File: src/rtl/bcd_to_bin_seq.sv
// Sequential 3-digit BCD to binary converter: one multiply-by-10 accumulate per cycle.
// Optional invalid-digit detection is compiled in with BCD2BIN_DIGIT_CHECK_EN.
module bcd_to_bin_seq (
    input  logic       clk,
    input  logic       rst_n,
    input  logic       start,
    input  logic [3:0] hundreds,
    input  logic [3:0] tens,
    input  logic [3:0] ones,
    output logic       busy,
    output logic       done,
    output logic [9:0] bin,
    output logic       err
);

    typedef enum logic [1:0] {
        IDLE  = 2'd0,
        ACC_H = 2'd1,
        ACC_T = 2'd2,
        ACC_O = 2'd3
    } state_t;

    state_t      state_q, state_d;
    logic [3:0]  hund_q, hund_d;
    logic [3:0]  tens_q, tens_d;
    logic [3:0]  ones_q, ones_d;
    logic [9:0]  acc_q, acc_d;
    logic        busy_q, busy_d;
    logic        done_q, done_d;
    logic [9:0]  bin_q, bin_d;

    logic [3:0]  digit_sel;
    logic [13:0] mac_w;
    logic        unused_mac_hi;

    // acc*10 + digit as shift-and-add; upper bits are dropped (result is mod 1024).
    assign digit_sel     = (state_q == ACC_O) ? ones_q : tens_q;
    assign mac_w         = ({4'b0, acc_q} << 3) + ({4'b0, acc_q} << 1) + {10'b0, digit_sel};
    assign unused_mac_hi = ^mac_w[13:10];

`ifdef BCD2BIN_DIGIT_CHECK_EN
    logic [3:0] digit_in [3];
    logic [2:0] digit_bad;
    logic       inv_q, inv_d;
    logic       err_q, err_d;

    assign digit_in[0] = hundreds;
    assign digit_in[1] = tens;
    assign digit_in[2] = ones;

    generate
        for (genvar gi = 0; gi < 3; gi++) begin : g_digit_chk
            assign digit_bad[gi] = (digit_in[gi] > 4'd9);
        end
    endgenerate
`endif

    always_comb begin
        state_d = state_q;
        hund_d  = hund_q;
        tens_d  = tens_q;
        ones_d  = ones_q;
        acc_d   = acc_q;
        busy_d  = busy_q;
        done_d  = 1'b0;
        bin_d   = bin_q;
`ifdef BCD2BIN_DIGIT_CHECK_EN
        inv_d   = inv_q;
        err_d   = err_q;
`endif
        case (state_q)
            IDLE: begin
                if (start) begin
                    hund_d  = hundreds;
                    tens_d  = tens;
                    ones_d  = ones;
                    acc_d   = 10'd0;
                    busy_d  = 1'b1;
                    state_d = ACC_H;
`ifdef BCD2BIN_DIGIT_CHECK_EN
                    inv_d   = |digit_bad;
`endif
                end
            end
            ACC_H: begin
                acc_d   = {6'b0, hund_q};
                state_d = ACC_T;
            end
            ACC_T: begin
                acc_d   = mac_w[9:0];
                state_d = ACC_O;
            end
            ACC_O: begin
`ifdef BCD2BIN_DIGIT_CHECK_EN
                bin_d   = inv_q ? 10'd0 : mac_w[9:0];
                err_d   = inv_q;
`else
                bin_d   = mac_w[9:0];
`endif
                done_d  = 1'b1;
                busy_d  = 1'b0;
                state_d = IDLE;
            end
            default: state_d = IDLE;
        endcase
    end

    always_ff @(posedge clk or negedge rst_n) begin
        if (!rst_n) begin
            state_q <= IDLE;
            hund_q  <= 4'd0;
            tens_q  <= 4'd0;
            ones_q  <= 4'd0;
            acc_q   <= 10'd0;
            busy_q  <= 1'b0;
            done_q  <= 1'b0;
            bin_q   <= 10'd0;
        end else begin
            state_q <= state_d;
            hund_q  <= hund_d;
            tens_q  <= tens_d;
            ones_q  <= ones_d;
            acc_q   <= acc_d;
            busy_q  <= busy_d;
            done_q  <= done_d;
            bin_q   <= bin_d;
        end
    end

`ifdef BCD2BIN_DIGIT_CHECK_EN
    always_ff @(posedge clk or negedge rst_n) begin
        if (!rst_n) begin
            inv_q <= 1'b0;
            err_q <= 1'b0;
        end else begin
            inv_q <= inv_d;
            err_q <= err_d;
        end
    end

    assign err = err_q;
`else
    assign err = 1'b0;
`endif

    assign busy = busy_q;
    assign done = done_q;
    assign bin  = bin_q;

endmodule

File: config.mk
export PLATFORM = sky130hd
export DESIGN_NAME = bcd_to_bin_seq
export DESIGN_NICKNAME = d
export VERILOG_FILES = /design/src/rtl/bcd_to_bin_seq.sv
export SDC_FILE = /design/constraint.sdc
export NUM_CORES = 1
export LEC_CHECK = 0
export ABC_AREA = 1
export CELL_PAD_IN_SITES_DETAIL_PLACEMENT = 1
export CELL_PAD_IN_SITES_GLOBAL_PLACEMENT = 2
export CORE_UTILIZATION = 34
export DETAILED_ROUTE_END_ITERATION = 7
export GPL_TIMING_DRIVEN = 1
export PLACE_DENSITY_LB_ADDON = 0.3
export SLEW_MARGIN = 20
export SYNTH_ARGS = -nofsm -noshare
export SYNTH_HDL_FRONTEND = slang
export SYNTH_SLANG_ARGS = --single-unit
File: constraint.sdc
create_clock -name clk -period 4 [get_ports clk]
set_input_delay 1.2 -clock clk [delete_from_list [all_inputs] [get_ports clk]]
set_output_delay 1.2 -clock clk [all_outputs]
set_load 0.01 [all_outputs]
# After elaboration in Yosys (flattened, before gate mapping)
# Index checks and enable logic that the tools add are counted.
[word_totals] memories=0 mem_bits_rw=0 word_cells=28 romBits=0 inputBits=15 register_bits=35 output_inout_bits=13 latchBits=0
[op_classes] eq_ne=4 mux=8 order_cmp=0 n_bitwise=0 addsub=2 n_div=0 mul=0 n_shift=0 reduce_logical=6
[ops] op="9-bit case mux with 3 select lines" count=1
[ops] op="10-bit adder" count=1
[ops] op="10-bit by 4-bit adder with 10-bit output" count=1
[ops] op="9-bit two-way mux" count=1
[ops] op="2-bit case mux with 4 select lines" count=1
[ops] op="2-bit AND reduction" count=3
[ops] op="2-bit == test (second input constant)" count=2
[ops] op="4-bit two-way mux" count=1
[ops] op="3-bit nonzero test" count=1
[ops] op="2-bit by 1-bit == test with 1-bit output (second input constant)" count=1
[ops] op="2-bit logical NOT" count=1
[ops] op="1-bit two-way mux" count=2
[ops] op="2-bit two-way mux" count=1
[ops] op="2-bit != test (second input constant)" count=1
[ops] op="1-bit case mux with 2 select lines" count=1
[ops] op="2-bit nonzero test" count=1

# Depth between registers and ports, before layout
# Gate-level depths: netlist (run 1).
[logic_depth] ltp_word=4 depth_mapped=15 depth_no_buf=14

# Worst setup path after synthesis (run 1)
# No wires, ideal clock.
[synth_path] path_type="flip-flop to flip-flop" from="reg state_q[0]" to="reg acc_q[6]" n_path_buf=1 path_slack_ps=1642 synth_period_minus_slack_ps=2358 t_arrival_ps=2242 stages_incl_launch_ff=11 setup_time_ps=116 required_ps=3884 path_cell_list="dfrtp_1 > ha_1 > buf_4 > mux2i_1 > fa_1 > fa_1 > nor2_1 > nor2_1 > xnor2_1 > nand2_1 > nand2_1"
[synth_via] elab_chain_len=4 word_cells_on_any_way=10 classes_between="add/sub: 1; eq/ne: 4; mux: 2; reduce/logical: 3"
[synth_lines] item="from (decl)" line="23" rtl="state_t state_q, state_d;"
[synth_lines] item="from (signal assigned)" line="119" rtl="state_q <= state_d;"
[synth_lines] item="2-bit == test" line="37" rtl="assign digit_sel = (state_q == ACC_O) ? ones_q : tens_q;"
[synth_lines] item="4-bit two-way mux" line="37"
[synth_lines] item="10-bit by 4-bit adder with 10-bit output" line="38" rtl="assign mac_w = ({4'b0, acc_q} << 3) + ({4'b0, acc_q} << 1) + {10'b0, digit_sel};"
[synth_lines] item="9-bit case mux with 3 select lines" line="71" rtl="case (state_q)"
[synth_lines] item="to (signal assigned)" line="114" rtl="acc_q <= 10'd0;"
[synth_lines] item="to (signal assigned)" line="123" rtl="acc_q <= acc_d;"
[synth_lines] item="to (decl)" line="27" rtl="logic [9:0] acc_q, acc_d;"
# Several ways; a longest one is shown, not always the timed one.
# A chain may end at the register's enable or synchronous reset.

# Final worst setup path (run 1)
[layout_path] from="reg state_q[1]" to="reg acc_q[6]"
# The elaborated chain is that of the path after synthesis.

==> results.py, run 1 <==
metrics = {
    "place": {
        "dp_slack_ns": 1.25,
        "routabilityCongestion": 0.717,
        "port_buffers": 26,
        "dp_hpwl_mm": 3.46,
    },
    "synth": {
        "netlist_instances": 246,
        "yosysWarnings": 0,
        "ys_ff_latch": 35,
        "yosysUniqueCellTypes": 31,
        "syn_area_um2": 2000,
        "ys_seq_area_share_pct": 43.7,
        "syn_nets": 281,
        "syn_area_per_cell_um2": 8.15,
    },
    "finish": {
        "final.fill_count": 705,
        "layout-drive-gt1-share_pct": 7.97,
        "seq_area_um2": 876,
        "n_antenna_cell": 0,
        "syn2layout_area_growth_pct": 21.2,
        "multi_input_area_um2": 981,
        "layout.nets": 311,
    },
    "floorplan": {
        "die_y_um": 78.8,
        "start_util_pct": 35.7,
        "die_area_um2": 6210,
        "fp.dieW_um": 78.8,
        "fp-row-count": 27,
        "core_um2": 5610,
        "io_pins": 28,
    },
    "timing": {
        "finalCritPeriodShare_pct": 65.8,
        "worst_slack_ns": 1.37,
        "finalMaxSlewViolations": 0,
        "fin_tns_setup_ns": 0,
        "slew_headroom_pct": 62.1,
        "clock_skew_ns": 0.00881,
        "hold_viol_final": 0,
        "fin_crit_ns": 2.63,
        "setup_viol": 0,
        "worst_pin_slew_ns": 0.569,
        "rsz0062_at_grt": "false",
        "fmax_mhz": 380,
    },
    "global_route": {
        "grt_pass1_vias": 1701,
        "grt_pass1_wl_mm": 8.29,
        "grt_max_degree": 36,
        "antenna_found_initial": 0,
        "grt.total_usage_pct": 17.6,
        "overflow": 0,
    },
    "pwr": {
        "peakVddDrop_mv": 0.304,
        "p_leak_uw": 0.00134,
        "powerDensity_nw_per_um2": 749,
    },
    "route": {
        "drtIter0Drc": 67,
        "vias": 1593,
        "detail-route-antenna-nets": 0,
        "drcViolationCount": 0,
        "via_per_inst": 4.58,
        "wl_mm": 4.55,
        "wire_per_inst_um": 13.1,
        "dr.pass1.iters": 4,
    },
    "min_path": {
        "hold_class": "reg2reg",
    },
    "setup_path": {
        "path_class": "reg2reg",
        "max_stage_delay_ns": 0.50,
        "cp_slowest_cell": "fa_1",
        "critPathRequiredTime_ns": 4.23,
        "arrival_ns": 2.86,
        "cp-end-kind": "register",
        "cp_max_fo": 11,
        "worstPathCellList": "ha_1 > buf_4 > mux2i_1 > fa_1 > fa_1 > nor2_1 > nor2_1 > xnor2_1 > nand2_1 > nand2_1",
        "path_buf_inv": 1,
        "crit_path_start_kind": "register",
        "crit_family": "adder cells",
    },
    "clock_tree": {
        "cts_hold_buf": 0,
        "cts_setup_buffers": 0,
        "cts_sinks": 35,
        "clock_latency_ns": 0.28,
        "tritoncts": "done",
        "ctsLongestPathBuffers": 2,
        "clk_pin_slew_ns": 0.07,
        "htree_num_levels": 2,
        "cts_resized": 0,
        "cts_buffers": 5,
        "cts_root_buf": "clkbuf_8",
    },
    "job": {
        "maxCapViolCount": 0,
    },
    "run_status": {
        "status": "finished, final reports clean",
    },
}
-- Yosys cell counts, drive strengths merged --
| library cell | count | area share, % |
|---|---|---|
| clkbuf | 1 | 0.19 |
| xnor2 | 1 | 0.44 |
| o22ai | 1 | 0.31 |
| mux2i | 1 | 0.50 |
| o21ai | 5 | 1.4 |
| nand3 | 15 | 3.7 |
| nand2 | 110 | 21 |
| dfrtp | 35 | 44 |
| buf | 4 | 1.2 |
| or2 | 2 | 0.62 |
| o211ai | 3 | 1.9 |
| a21oi | 4 | 1.6 |
| xor2 | 1 | 0.44 |
| ha | 18 | 11 |
| nand4 | 1 | 0.31 |
| a22oi | 1 | 0.37 |
| nor2 | 8 | 2.4 |
| conb | 1 | 0.19 |
| inv | 31 | 5.9 |
| a21boi | 1 | 0.37 |
| fa | 2 | 2.0 |
-- power breakdown --
group          switching [µW]  internal (µW)  leakage (µW)
sequential               90.3            506      0.000452
clock                     127            135     0.0000470
combinational             573            387      0.000836
-- state kept, by name, indices dropped and copies added (netlist names) --
name,cells
hund_q,4
state_q,2
done,1
busy,1
bin,10
acc_q,9
tens_q,4
ones_q,4
-- layout make-up --
type | instances | area share (%)
Multi-Input combinational cell | 175 | 40.4
Clock buffer | 6 | 3.40
Inverter | 31 | 4.89
Tap cell | 72 | 3.71
Sequential cell | 35 | 36.1
Clock inverter | 1 | 0.206
Timing Repair Buffer | 28 | 11.3
-- layout by cell type (no fill, tap or decap), types with 2 or more instances in the layout --
master	instances
clkbuf_8	6
ha_1	18
fa_1	2
nor2_1	6
nand3_1	15
o21ai_0	4
o211ai_2	3
nand2_1	108
dfrtp_1	35
a21oi_1	3
inv_2	3
clkdlybuf4s50_1	26
inv_1	27
buf_4	2
-- path summary, 6_finish.rpt --
path	startpoint	to	slack (ns)	cells past startpoint
worst max-delay path	state_q[1]	acc_q[6]	1.37	10
worst min-delay path	tens_q[2]	tens_q[2]	0.48	2
worst max register to register	state_q[1]	acc_q[6]	1.37	10
worst min register to register	tens_q[2]	tens_q[2]	0.48	2
max in group asynchronous	rst_n	acc_q[1]	2.34	2
min in group asynchronous	rst_n	bin[7]	1.33	2
-- through the flow --
step	power, µW	util (%)	area (µm²)	hold slack [ns]	instances
6_report	1820	43.3	2430	0.482	348
5_1_grt	2030	43.3	2430	0.502	348
4_1_cts	1860	43.3	2430	0.487	348
3_5_place_dp	1590	41.7	2340	0.467	341
3_3_place_gp	1560	41.7	2340	0.453	341
2_1_floorplan	1260	-	2000	0.443	246
-- per-layer routing --
layer / vias up / routed length, µm / track usage [%] / part of all wire, %
met5: - / 0 / 0 / 0
met4: 0 / 23 / 3.89 / 0.51
met3: 5 / 118 / 3.79 / 2.6
met2: 23 / 2170 / 29.9 / 48
met1: 750 / 2240 / 22.7 / 49
li1: 815 / - / - / -
-- worst register-to-register path: cells and delay by family, from the launching register on --
family / cells / cell delay (ns)
XOR/XNOR: 1 / 0.20
adder cells (fa/ha/maj): 3 / 1.17
buffers and inverters: 1 / 0.22
flip-flops: 1 / 0.38
multiplexers: 1 / 0.27
AND/OR/NAND/NOR: 4 / 0.34
-- kinds of logic after synthesis --
kind of cell               Yosys count  synth area share (%)
DFF                                 35                  43.7
other                                1                 0.187
buffers and inverters               36                  7.37
AOI/OAI and AO/OA                   15                  5.93
adders and majority gates           20                  13.2
and+or+nand+nor                    136                  28.2
muxes                                1                 0.499
xor gates and xnor gates             2                 0.874
No activity file was read; power rests on OpenSTA's default activity.
==> run 2, diff against run 1 <==
--- a/config.mk
+++ b/config.mk
@@ -8,7 +8,7 @@
 export ABC_AREA = 1
 export CELL_PAD_IN_SITES_DETAIL_PLACEMENT = 1
 export CELL_PAD_IN_SITES_GLOBAL_PLACEMENT = 2
-export CORE_UTILIZATION = 34
+export CORE_UTILIZATION = 32
 export DETAILED_ROUTE_END_ITERATION = 7
 export GPL_TIMING_DRIVEN = 1
 export PLACE_DENSITY_LB_ADDON = 0.3
==> constraint.sdc (replaced) <==
create_clock -name clk -period 2.45 [get_ports clk]
set_input_delay 0.735 -clock clk [delete_from_list [all_inputs] [get_ports clk]]
set_output_delay 0.735 -clock clk [all_outputs]
set_load 0.01 [all_outputs]
==> run 2 against run 1 <==
Net effect: sequential share of layout area is 1.6 points lower; first-iteration DRC count is 27% lower; final cell count is 3.4% higher; largest cell class unchanged.
==> results.py, run 2 (same netlist as run 1, synthesis figures left out) <==
metrics = {
    "clock_tree": {
        "cts_buffers": 5,
        "clk_pin_slew_ns": 0.08,
        "cts_sinks": 35,
        "clock_latency_ns": 0.29,
        "tritoncts": "done",
        "htree_num_levels": 2,
        "cts_hold_buf": 0,
        "cts_root_buf": "clkbuf_8",
        "ctsLongestPathBuffers": 2,
    },
    "setup_path": {
        "path_class": "reg2reg",
        "reg2reg_depth": 10,
        "r2r_end": "bin[5]",
        "r2r_slack_ns": 0.07,
        "arrival_ns": 2.57,
        "cp-end-kind": "register",
        "cp-startpoint": "state_q[1]",
        "critPathRequiredTime_ns": 2.63,
        "max_stage_delay_ns": 0.57,
        "reg2reg_from": "state_q[1]",
        "cp_max_fo": 4,
        "crit_path_start_kind": "register",
        "cp_slowest_cell": "fa_1",
        "worstPathCellList": "ha_4 > mux2i_2 > fa_1 > inv_1 > ha_4 > nand3_1 > nand2_2 > or2_4 > nand3_1 > nand2_1",
        "cp-endpoint": "bin[5]",
    },
    "min_path": {
        "hold_class": "in2async",
    },
    "floorplan": {
        "core_um2": 5990,
        "die_area_um2": 6580,
        "io_pins": 28,
        "die_y_um": 81.1,
        "fp.dieW_um": 81.1,
        "start_util_pct": 33.5,
        "fp-row-count": 28,
    },
    "pwr": {
        "p_leak_uw": 0.00137,
        "pwr-share-comb_pct": 55.0,
        "internal_power_uw": 1760,
        "peakVddDrop_mv": 0.412,
        "swShare_pct": 43.7,
        "p_seq_share_pct": 31.6,
        "pwr-share-clk_pct": 13.4,
        "p_sw_uw": 1370,
        "p_total_uw": 3140,
        "powerDensity_nw_per_um2": 1230,
    },
    "finish": {
        "layout_commonest_cell": "nand2_1",
        "fin_util_pct": 42.5,
        "layout-drive-gt1-share_pct": 14.4,
        "largest_reg_flops": 10,
        "syn2layout_area_growth_pct": 26.9,
        "n_antenna_cell": 0,
        "layout_common_cells": "107 x nand2_1, 35 x dfrtp_1, 27 x inv_1, 25 x clkdlybuf4s50_1, 15 x ha_1",
        "layout.nets": 319,
        "seq_area_um2": 876,
        "final_area_um2": 2540,
        "multi_input_area_um2": 1040,
        "final.fill_count": 737,
    },
    "global_route": {
        "grt.total_usage_pct": 17.1,
        "grt_pass1_wl_mm": 8.25,
        "grt_max_degree": 25,
        "antenna_found_initial": 0,
        "overflow": 0,
        "grt_pass1_vias": 1735,
    },
    "timing": {
        "fmax_mhz": 420,
        "finalCritPeriodShare_pct": 97.2,
        "finalMaxSlewViolations": 0,
        "hold_ws_ns": 0.422,
        "clock_skew_ns": 0.00727,
        "fin_crit_ns": 2.38,
        "rsz0062_at_grt": "true",
        "setup_viol": 0,
        "worst_pin_slew_ns": 0.549,
        "slew_headroom_pct": 63.4,
        "hold_viol_final": 0,
    },
    "route": {
        "vias": 1640,
        "drtIter0Drc": 49,
        "via_per_inst": 4.56,
        "wire_per_inst_um": 13.4,
        "dr.pass1.iters": 2,
        "wl_mm": 4.83,
        "drcViolationCount": 0,
        "detail-route-antenna-nets": 0,
    },
    "place": {
        "dp_hpwl_mm": 3.78,
        "placed_cell_area_um2": 2380,
        "routabilityCongestion": 0.804,
        "port_buffers": 26,
    },
    "run_status": {
        "status": "finished, final reports clean",
    },
    "job": {
        "maxCapViolCount": 0,
    },
}
run 2: cell types whose count changed in the layout (fill, tap and decap cells not counted), sizes merged:
cell           delta
buf               +9
clkdlybuf4s50     -1
clkinvlp          +1
run 2: power groups by stage:
stage	combinational (µW)	clock, µW	sequential [µW]
2_1_floorplan	1060	0	992
3_3_place_gp	1610	0	989
3_5_place_dp	1650	0	998
4_1_cts	1660	439	989
5_1_grt	1980	462	1030
6_report	1720	421	990
run 2: what timing repair did:
| item | CTS | global route |
|---|---|---|
| pin swaps | 0 | 10 |
| resized for setup | 1 | 11 |
| setup buffers | 0 | 3 |
| setup endpoints to repair | 2 | 9 |
run 2: routing by layer:
layer	up-vias	global-route usage (%)	part of all wire [%]
li1	829	-	-
met5	-	0	0
met4	0	5.71	1.5
met1	781	21.3	46
met3	7	3.60	2.4
met2	23	29.2	50
run 2: worst min-delay path by stage:
stage,startpoint,slack (ns),endpoint
floorplan,rst_n,0.44,acc_q[0]
finish,rst_n,0.42,bin[7]
global route,rst_n,0.47,bin[7]
detailed placement,bin[0],0.46,bin[0]
global placement,bin[0],0.45,bin[0]
CTS,rst_n,0.43,bin[7]
run 2: area by class of cell:
class                   instances  share of cell area [%]
inverters                      31                    4.67
multi-input cells             175                    40.7
clock inverters                 2                   0.492
repair buffers                 36                    13.1
flip-flops and latches         35                    34.4
clock buffers                   6                    2.85
well taps                      75                    3.69
run 2: worst max-delay path: cells and delay by family (launching register included):
family | cells | cell delay [ns]
adders and majority gates | 3 | 1.02
DFF | 1 | 0.44
and+or+nand+nor | 5 | 0.57
buffers and inverters | 1 | 0.09
muxes | 1 | 0.15
run 2: stage by stage:
stage	TNS [ns]	std cells	worst slack, ns
6_report	0	360	0.0696
5_1_grt	-0.221	360	-0.0656
4_1_cts	0	357	0.0373
3_5_place_dp	0	349	0.00650
3_3_place_gp	0	349	0.0875
2_1_floorplan	0	246	0.0916
